File: src/rtl/cache_mem_arbiter_if.sv
// Line-transaction bus between the two L1 refill paths, the arbiter and the
// backing RAM controller.
//
// Handshake rules, in one place:
//  - ic_valid / dc_valid rise with a request and stay high through the cycle
//    in which the matching done pulses. From the cycle after done they are
//    low or carry a new request. Address/data are only sampled on the grant
//    edge.
//  - ic_done / dc_done are single-cycle pulses; rdata is valid in that cycle
//    and holds until the next read completes for the same requester.
//  - mem_valid, mem_rw, mem_addr and mem_wdata stay constant from the cycle
//    mem_valid rises until the edge where mem_ready = 1. mem_ready is a
//    one-cycle completion strobe carrying mem_rdata for reads.
interface cache_mem_arbiter_if #(
  parameter int ADDR_W = 32,
  parameter int LINE_W = 128
);
  logic              ic_valid;
  logic [ADDR_W-1:0] ic_addr;
  logic              ic_done;
  logic [LINE_W-1:0] ic_rdata;

  logic              dc_valid;
  logic              dc_rw;
  logic [ADDR_W-1:0] dc_addr;
  logic [LINE_W-1:0] dc_wdata;
  logic              dc_done;
  logic [LINE_W-1:0] dc_rdata;

  logic              mem_valid;
  logic              mem_rw;
  logic [ADDR_W-1:0] mem_addr;
  logic [LINE_W-1:0] mem_wdata;
  logic [LINE_W-1:0] mem_rdata;
  logic              mem_ready;

  // Arbiter side
  modport slave (
    input  ic_valid, ic_addr, dc_valid, dc_rw, dc_addr, dc_wdata,
    input  mem_rdata, mem_ready,
    output ic_done, ic_rdata, dc_done, dc_rdata,
    output mem_valid, mem_rw, mem_addr, mem_wdata
  );

  // Caches + RAM controller side
  modport master (
    output ic_valid, ic_addr, dc_valid, dc_rw, dc_addr, dc_wdata,
    output mem_rdata, mem_ready,
    input  ic_done, ic_rdata, dc_done, dc_rdata,
    input  mem_valid, mem_rw, mem_addr, mem_wdata
  );
endinterface

File: src/rtl/cache_mem_arbiter.sv
// Shares the single line-wide RAM port between the icache refill path and
// the dcache refill/writeback path. One transaction at a time, round-robin
// on ties, registered and stable request signals toward RAM.
module cache_mem_arbiter #(
  parameter int ADDR_W   = 32,
  parameter int LINE_W   = 128,
  parameter int OFFSET_W = 4
) (
  input  logic                 clk,
  input  logic                 RESET,
  cache_mem_arbiter_if.slave   bus,
  output logic [1:0]           dbg_state
);

  typedef enum logic [1:0] {
    IDLE   = 2'd0,
    BUSY_I = 2'd1,
    BUSY_D = 2'd2,
    DONE   = 2'd3
  } state_t;

  localparam logic [ADDR_W-1:0] ALIGN_MASK =
    {{(ADDR_W-OFFSET_W){1'b1}}, {OFFSET_W{1'b0}}};

  state_t state;
  state_t state_nxt;
  logic   last_grant_d;  // 1 when the dcache owns (or last owned) the port
  logic   grant_i;
  logic   grant_d;

  // Next-state and grant decision; requests are only looked at in IDLE
  always_comb begin
    state_nxt = state;
    grant_i   = 1'b0;
    grant_d   = 1'b0;
    case (state)
      IDLE: begin
        if (bus.ic_valid && (!bus.dc_valid || last_grant_d)) begin
          grant_i   = 1'b1;
          state_nxt = BUSY_I;
        end else if (bus.dc_valid) begin
          grant_d   = 1'b1;
          state_nxt = BUSY_D;
        end
      end
      BUSY_I, BUSY_D: begin
        if (bus.mem_ready) state_nxt = DONE;
      end
      DONE:    state_nxt = IDLE;
      default: state_nxt = IDLE;
    endcase
  end

  // State register and round-robin pointer, updated on the grant edge
  always_ff @(posedge clk or posedge RESET) begin
    if (RESET) begin
      state        <= IDLE;
      last_grant_d <= 1'b1;
    end else begin
      state <= state_nxt;
      if (grant_i)      last_grant_d <= 1'b0;
      else if (grant_d) last_grant_d <= 1'b1;
    end
  end

  // RAM request registers: loaded on grant, frozen until mem_ready
  always_ff @(posedge clk or posedge RESET) begin
    if (RESET) begin
      bus.mem_valid <= 1'b0;
      bus.mem_rw    <= 1'b0;
      bus.mem_addr  <= '0;
      bus.mem_wdata <= '0;
    end else if (grant_i) begin
      bus.mem_valid <= 1'b1;
      bus.mem_rw    <= 1'b0;
      bus.mem_addr  <= bus.ic_addr & ALIGN_MASK;
      bus.mem_wdata <= '0;
    end else if (grant_d) begin
      bus.mem_valid <= 1'b1;
      bus.mem_rw    <= bus.dc_rw;
      bus.mem_addr  <= bus.dc_addr & ALIGN_MASK;
      bus.mem_wdata <= bus.dc_wdata;
    end else if ((state == BUSY_I || state == BUSY_D) && bus.mem_ready) begin
      bus.mem_valid <= 1'b0;
    end
  end

  // Per-requester read-line registers; writebacks leave them untouched
  always_ff @(posedge clk or posedge RESET) begin
    if (RESET) begin
      bus.ic_rdata <= '0;
      bus.dc_rdata <= '0;
    end else if (bus.mem_ready) begin
      if (state == BUSY_I) bus.ic_rdata <= bus.mem_rdata;
      if (state == BUSY_D && !bus.mem_rw) bus.dc_rdata <= bus.mem_rdata;
    end
  end

  // The done pulse goes to whoever holds the grant pointer during DONE
  assign bus.ic_done = (state == DONE) && !last_grant_d;
  assign bus.dc_done = (state == DONE) &&  last_grant_d;
  assign dbg_state   = state;

endmodule
File: src/flat_wrapper.sv
// flat-port wrapper written by rule: the top's interface ports become plain ports
module cache_mem_arbiter_flat 
#(
  parameter int ADDR_W   = 32,
  parameter int LINE_W   = 128,
  parameter int OFFSET_W = 4
)
  (clk, RESET, dbg_state, bus_ic_valid, bus_ic_addr, bus_dc_valid, bus_dc_rw, bus_dc_addr, bus_dc_wdata, bus_mem_rdata, bus_mem_ready, bus_ic_done, bus_ic_rdata, bus_dc_done, bus_dc_rdata, bus_mem_valid, bus_mem_rw, bus_mem_addr, bus_mem_wdata);
  cache_mem_arbiter_if #(.ADDR_W(ADDR_W), .LINE_W(LINE_W)) bus_i ();
  input  logic clk;
  input  logic RESET;
  output logic [1:0] dbg_state;
  input wire logic [$bits(bus_i.ic_valid)-1:0] bus_ic_valid;
  input wire logic [$bits(bus_i.ic_addr)-1:0] bus_ic_addr;
  input wire logic [$bits(bus_i.dc_valid)-1:0] bus_dc_valid;
  input wire logic [$bits(bus_i.dc_rw)-1:0] bus_dc_rw;
  input wire logic [$bits(bus_i.dc_addr)-1:0] bus_dc_addr;
  input wire logic [$bits(bus_i.dc_wdata)-1:0] bus_dc_wdata;
  input wire logic [$bits(bus_i.mem_rdata)-1:0] bus_mem_rdata;
  input wire logic [$bits(bus_i.mem_ready)-1:0] bus_mem_ready;
  output wire logic [$bits(bus_i.ic_done)-1:0] bus_ic_done;
  output wire logic [$bits(bus_i.ic_rdata)-1:0] bus_ic_rdata;
  output wire logic [$bits(bus_i.dc_done)-1:0] bus_dc_done;
  output wire logic [$bits(bus_i.dc_rdata)-1:0] bus_dc_rdata;
  output wire logic [$bits(bus_i.mem_valid)-1:0] bus_mem_valid;
  output wire logic [$bits(bus_i.mem_rw)-1:0] bus_mem_rw;
  output wire logic [$bits(bus_i.mem_addr)-1:0] bus_mem_addr;
  output wire logic [$bits(bus_i.mem_wdata)-1:0] bus_mem_wdata;
  assign bus_i.ic_valid = bus_ic_valid;
  assign bus_i.ic_addr = bus_ic_addr;
  assign bus_i.dc_valid = bus_dc_valid;
  assign bus_i.dc_rw = bus_dc_rw;
  assign bus_i.dc_addr = bus_dc_addr;
  assign bus_i.dc_wdata = bus_dc_wdata;
  assign bus_i.mem_rdata = bus_mem_rdata;
  assign bus_i.mem_ready = bus_mem_ready;
  assign bus_ic_done = bus_i.ic_done;
  assign bus_ic_rdata = bus_i.ic_rdata;
  assign bus_dc_done = bus_i.dc_done;
  assign bus_dc_rdata = bus_i.dc_rdata;
  assign bus_mem_valid = bus_i.mem_valid;
  assign bus_mem_rw = bus_i.mem_rw;
  assign bus_mem_addr = bus_i.mem_addr;
  assign bus_mem_wdata = bus_i.mem_wdata;
  cache_mem_arbiter #(.ADDR_W(ADDR_W), .LINE_W(LINE_W), .OFFSET_W(OFFSET_W)) u_core (.clk(clk), .RESET(RESET), .bus(bus_i), .dbg_state(dbg_state));
endmodule
File: config.mk
export PLATFORM = sky130hd
export DESIGN_NAME = cache_mem_arbiter_flat
export DESIGN_NICKNAME = d
export VERILOG_FILES = /design/src/rtl/cache_mem_arbiter_if.sv /design/src/rtl/cache_mem_arbiter.sv /design/src/flat_wrapper.sv
export SDC_FILE = /design/constraint.sdc
export NUM_CORES = 1
export LEC_CHECK = 0
export BUFFER_PORTS_ARGS = -buffer_cell sky130_fd_sc_hd__buf_2
export CAP_MARGIN = 20
export CORE_AREA = 2 2 291 293
export CTS_CLUSTER_DIAMETER = 200
export DETAILED_ROUTE_END_ITERATION = 16
export DIE_AREA = 0 0 293 295
export SYNTH_ARGS = -nofsm -noshare
export SYNTH_HDL_FRONTEND = slang
export SYNTH_SLANG_ARGS = --single-unit
export TNS_END_PERCENT = 1
File: constraint.sdc
create_clock -name clk -period 33.2 [get_ports clk]
set_input_delay 1.66 -clock clk [delete_from_list [all_inputs] [get_ports clk]]
set_output_delay 1.66 -clock clk [all_outputs]
set_load 0.02 [all_outputs]
== Word level (Yosys, flattened, before mapping) ==
Index checks and enable logic that the tools add are counted.
Cells by class
  equality and inequality tests: 5
  muxes and demuxes: 20
  reduce and logical (&&, ||, !) cells: 17
Operators by type and width (number)
  128-bit two-way mux: 2
  32-bit two-way mux: 2
  1-bit two-way mux: 12
  2-bit two-way mux: 3
  2-bit case mux with 3 select lines: 1
  2-bit AND reduction: 3
  1-bit logical AND: 5
  2-bit equality test, second input constant: 2
  1-bit zero test: 3
  3-bit by 2-bit inequality test with 1-bit output, second input constant: 1
  3-bit nonzero test: 1
  2-bit by 1-bit equality test with 1-bit output, second input constant: 1
  2-bit zero test: 1
  1-bit logical OR: 2
  2-bit inequality test, second input constant: 1
  2-bit nonzero test: 1
  2-bit OR reduction: 1
Storage, ports and cells
  register bits: 421
  word-level logic and storage cells: 50

== Depth between registers and ports, before layout ==
  depth in word-level cells: 7
  depth in mapped cells: 8

== Worst setup path after synthesis ==
No wires, ideal clock.
  path kind: register -> output
  start: reg u_core.state[1], in the netlist u_core.dbg_state[1]
  end: out bus_ic_done
  data arrival time: 1.015 ns
  data required time: 31.540 ns
  setup slack: 30.525 ns
  stages on the path, launching flop included: 3
  buffers on the path: 0
  cells stage by stage: dfrtp_1 -> ha_1 -> nor2b_1
On the way
  longest elaborated chain between the ends: 2
RTL lines
  start, declared: RTL line cache_mem_arbiter.sv:25  | state_t state;
  start signal, assigned: RTL line cache_mem_arbiter.sv:60  | state <= state_nxt;
  2-bit equality test: RTL line cache_mem_arbiter.sv:100  | assign bus.ic_done = (state == DONE) && !last_grant_d;
  1-bit logical AND: RTL line cache_mem_arbiter.sv:100
  end, declared: RTL line flat_wrapper.sv:21  | output wire logic [$bits(bus_i.ic_done)-1:0] bus_ic_done;
No other way between the ends.

== Worst setup path in the final report ==
  start: in bus_mem_ready
  end: reg u_core.bus.ic_rdata[68]
On the way
  longest elaborated chain between the ends: 1
RTL lines
  start, declared: RTL line flat_wrapper.sv:20  | input wire logic [$bits(bus_i.mem_ready)-1:0] bus_mem_ready;
  2-bit AND reduction (no source line)
  end signal, assigned: RTL line cache_mem_arbiter.sv:94  | if (state == BUSY_I) bus.ic_rdata <= bus.mem_rdata;
  end, declared: RTL line cache_mem_arbiter_if.sv:41  | output ic_done, ic_rdata, dc_done, dc_rdata,
No other way between the ends.
A chain may end at the register's enable or synchronous reset.

==> qor.yml <==
cp_slowest_cell: "buf_4"
drv_slew: 0
p_total_mw: 2.54
synth_area_mm2: 0.0160
setup_viol: 0
drt_iter0_drc: 408
ys_warn_count: 0
cts_tree: "built"
fill_cells: 8667
hold_buffers: 0
netlist-cell-type-count: 25
critPathMaxFanout: 64
yosysTopAreaCell: "dfrtp_1"
numPortBuffers: 735
critPathKind: "input pin to flop"
fin_nets: 2053
hold_ws_ns: 0.496
r2r_start: "u_core.dbg_state[1]$_DFFE_PP0P_"
hold_violations: 0
grt_overflow: 0
final_cell_mix: "buf_2 (735), dfrtp_1 (416), mux2_2 (256)"
post-place-cells: 2753
cap_viol_max_count: 0
ant_nets: 0
routed_wl_mm: 48.4
fin_skew_ns: 0.0131
area_growth_pct: 38.8
pin_count: 748
critPathLaunchType: "input pin"
routed_via_density: 3.93
worstHoldPathCells: 1
synthCells: 998
die_area_mm2: 0.0864
postCtsSetupRepairBufs: 0
die_x_um: 293
relSlewSlack: 0.308
r2r_slack_ns: 30.08
clock_path_buffers: 3
grt_max_degree: 129
r2r_cells: 6
worstHoldStart: "u_core.bus.dc_rdata[42]$_DFFE_PP0P_"
setup_tns_ns: 0
required_ns: 33.64
clock_latency_ns: 0.56
wl_per_cell_um: 17.0
cp_cell_sequence: "buf_2, nand2_4, buf_4, buf_4, mux2_2"
place_hpwl_mm: 35.0
grt_usage: 0.105
crit_arrival_ns: 4.09
htree_levels: 2
yosysSeqAreaShare: 0.652
critPathCaptureType: "flop"
rr_endpoint: "u_core.bus.ic_rdata[68]$_DFFE_PP0P_"
core_area_mm2: 0.0832
p_leak_nw: 11.0
cts_root_buf: "clkbuf_16"
period_share: 0.110
final_cells: 2842
antenna_found_initial: 4
drt_first_pass_iters: 4
cts_sinks: 417
fmax_mhz: 274
rows: 106
grt_pass1_vias: 11500
drive_above_1_share: 0.619
ys_top_cells_by_area: "dfrtp_1 (65%), mux2_2 (18%), a22o_1 (8.6%)"
irDropWorstVdd_v: 0.0000537
ys_ff_latch: 417
vias: 11200
postSynthAreaPerCell_um2: 16.0
finalWorstPathRequiredPeriod_ns: 3.65
status: "finished clean"
min_path_type: "flop to flop"
rsz0062_at_grt: "false"
crit_top_cell: "buf_4"
cts_inserted_buffers: 47
die_h_um: 295
ctsResizeCount: 0
drc: 0
yosysTopAreaCellShare: 0.650
power_density_mw_per_mm2: 114
slowest_delay_ns: 0.83
gp_congestion: 0.778
worst_pin_slew_ns: 1.04
clk_pin_slew_ns: 0.06
hold_path_end: "u_core.bus.dc_rdata[42]$_DFFE_PP0P_"
grt_pass1_wl_mm: 70.8
start_util: 0.193
final_common_cell: "buf_2"
routing by layer:
| layer | vias up | GRT usage | share of wire |
|---|---|---|---|
| met2 | 472 | 0.185 | 0.51 |
| met4 | 4 | 0.0351 | 0.028 |
| met5 | - | 0 | 0.00043 |
| met1 | 5484 | 0.122 | 0.38 |
| li1 | 5133 | - | - |
| met3 | 81 | 0.0332 | 0.080 |
worst max path at each step:
| stage | start | to | slack [ns] | cells after the start |
|---|---|---|---|---|
| 2_1_floorplan | RESET | u_core.bus.dc_rdata[0]$_DFFE_PP0P_ | 19.94 | 1 |
| 3_3_place_gp | bus_mem_ready | u_core.bus.ic_rdata[3]$_DFFE_PP0P_ | 28.91 | 5 |
| 3_5_place_dp | bus_mem_ready | u_core.bus.ic_rdata[2]$_DFFE_PP0P_ | 28.91 | 5 |
| 4_1_cts | bus_mem_ready | u_core.bus.ic_rdata[58]$_DFFE_PP0P_ | 29.53 | 5 |
| 5_1_grt | RESET | u_core.bus.dc_rdata[36]$_DFFE_PP0P_ | 29.40 | 4 |
| 6_report | bus_mem_ready | u_core.bus.ic_rdata[68]$_DFFE_PP0P_ | 29.55 | 5 |
metrics by stage:
step / area, um2 / setup slack [ns] / utilization
4_1_cts: 22200 / 29.53 / 0.267
2_1_floorplan: 16000 / 19.94 / -
3_5_place_dp: 20600 / 28.91 / 0.247
5_1_grt: 22200 / 29.40 / 0.267
3_3_place_gp: 20600 / 28.91 / 0.247
6_report: 22200 / 29.55 / 0.267
cell families (layout without fill, tap and decap cells):
logic type | after synthesis | in the layout | share of synthesized area
compound gates | 221 | 221 | 0.118
flops | 417 | 417 | 0.652
fa+ha+maj | 4 | 4 | 0.00313
other cells | 1 | 5 | 0.000234
simple gates | 16 | 16 | 0.00492
mux | 256 | 256 | 0.180
buf+inv | 83 | 843 | 0.0420
cells in the mapped netlist, drive strengths merged:
master,number
o2bb2ai,28
buf,74
inv,4
nor2,2
dfstp,1
and2,2
a21o,1
o21bai,28
dfrtp,416
a21oi,1
nand2,8
o21a,1
ha,4
a22o,157
a2bb2oi,3
clkbuf,5
nor2b,3
nand3b,1
o21ai,2
conb,1
mux2,256
registers in the layout (all words and copies together), names as in the netlist:
register,count
u_core.bus.mem_addr,28
u_core.bus.ic_rdata,128
u_core.bus.mem_rw,1
u_core.bus.mem_wdata,128
u_core.bus.dc_rdata,128
u_core.bus.mem_valid,1
u_core.dbg_state,2
u_core.last_grant_d,1
final cells by class:
cell class	instances	area (um2)	share of cell area
multi-input combinational	501	4940	0.222
clock buffer	72	1420	0.0639
timing repair buffer	752	3840	0.173
inverter	4	22.5	0.00101
tap	1080	1350	0.0608
antenna	1	2.50	0.000113
sequential	417	10400	0.469
clock inverter	15	221	0.00996
worst max-delay path, delay by kind of cell:
kind / cells / cell delay, ns
buf+inv: 3 / 1.54
mux: 1 / 0.42
simple gates: 1 / 0.35
where the power goes:
| part | internal [mW] | switching [mW] | leakage, nW |
|---|---|---|---|
| Sequential | 0.765 | 0.131 | 5.10 |
| Clock | 0.334 | 0.210 | 0.808 |
| Combinational | 0.444 | 0.657 | 5.08 |
(Power assumes the default switching activity.)
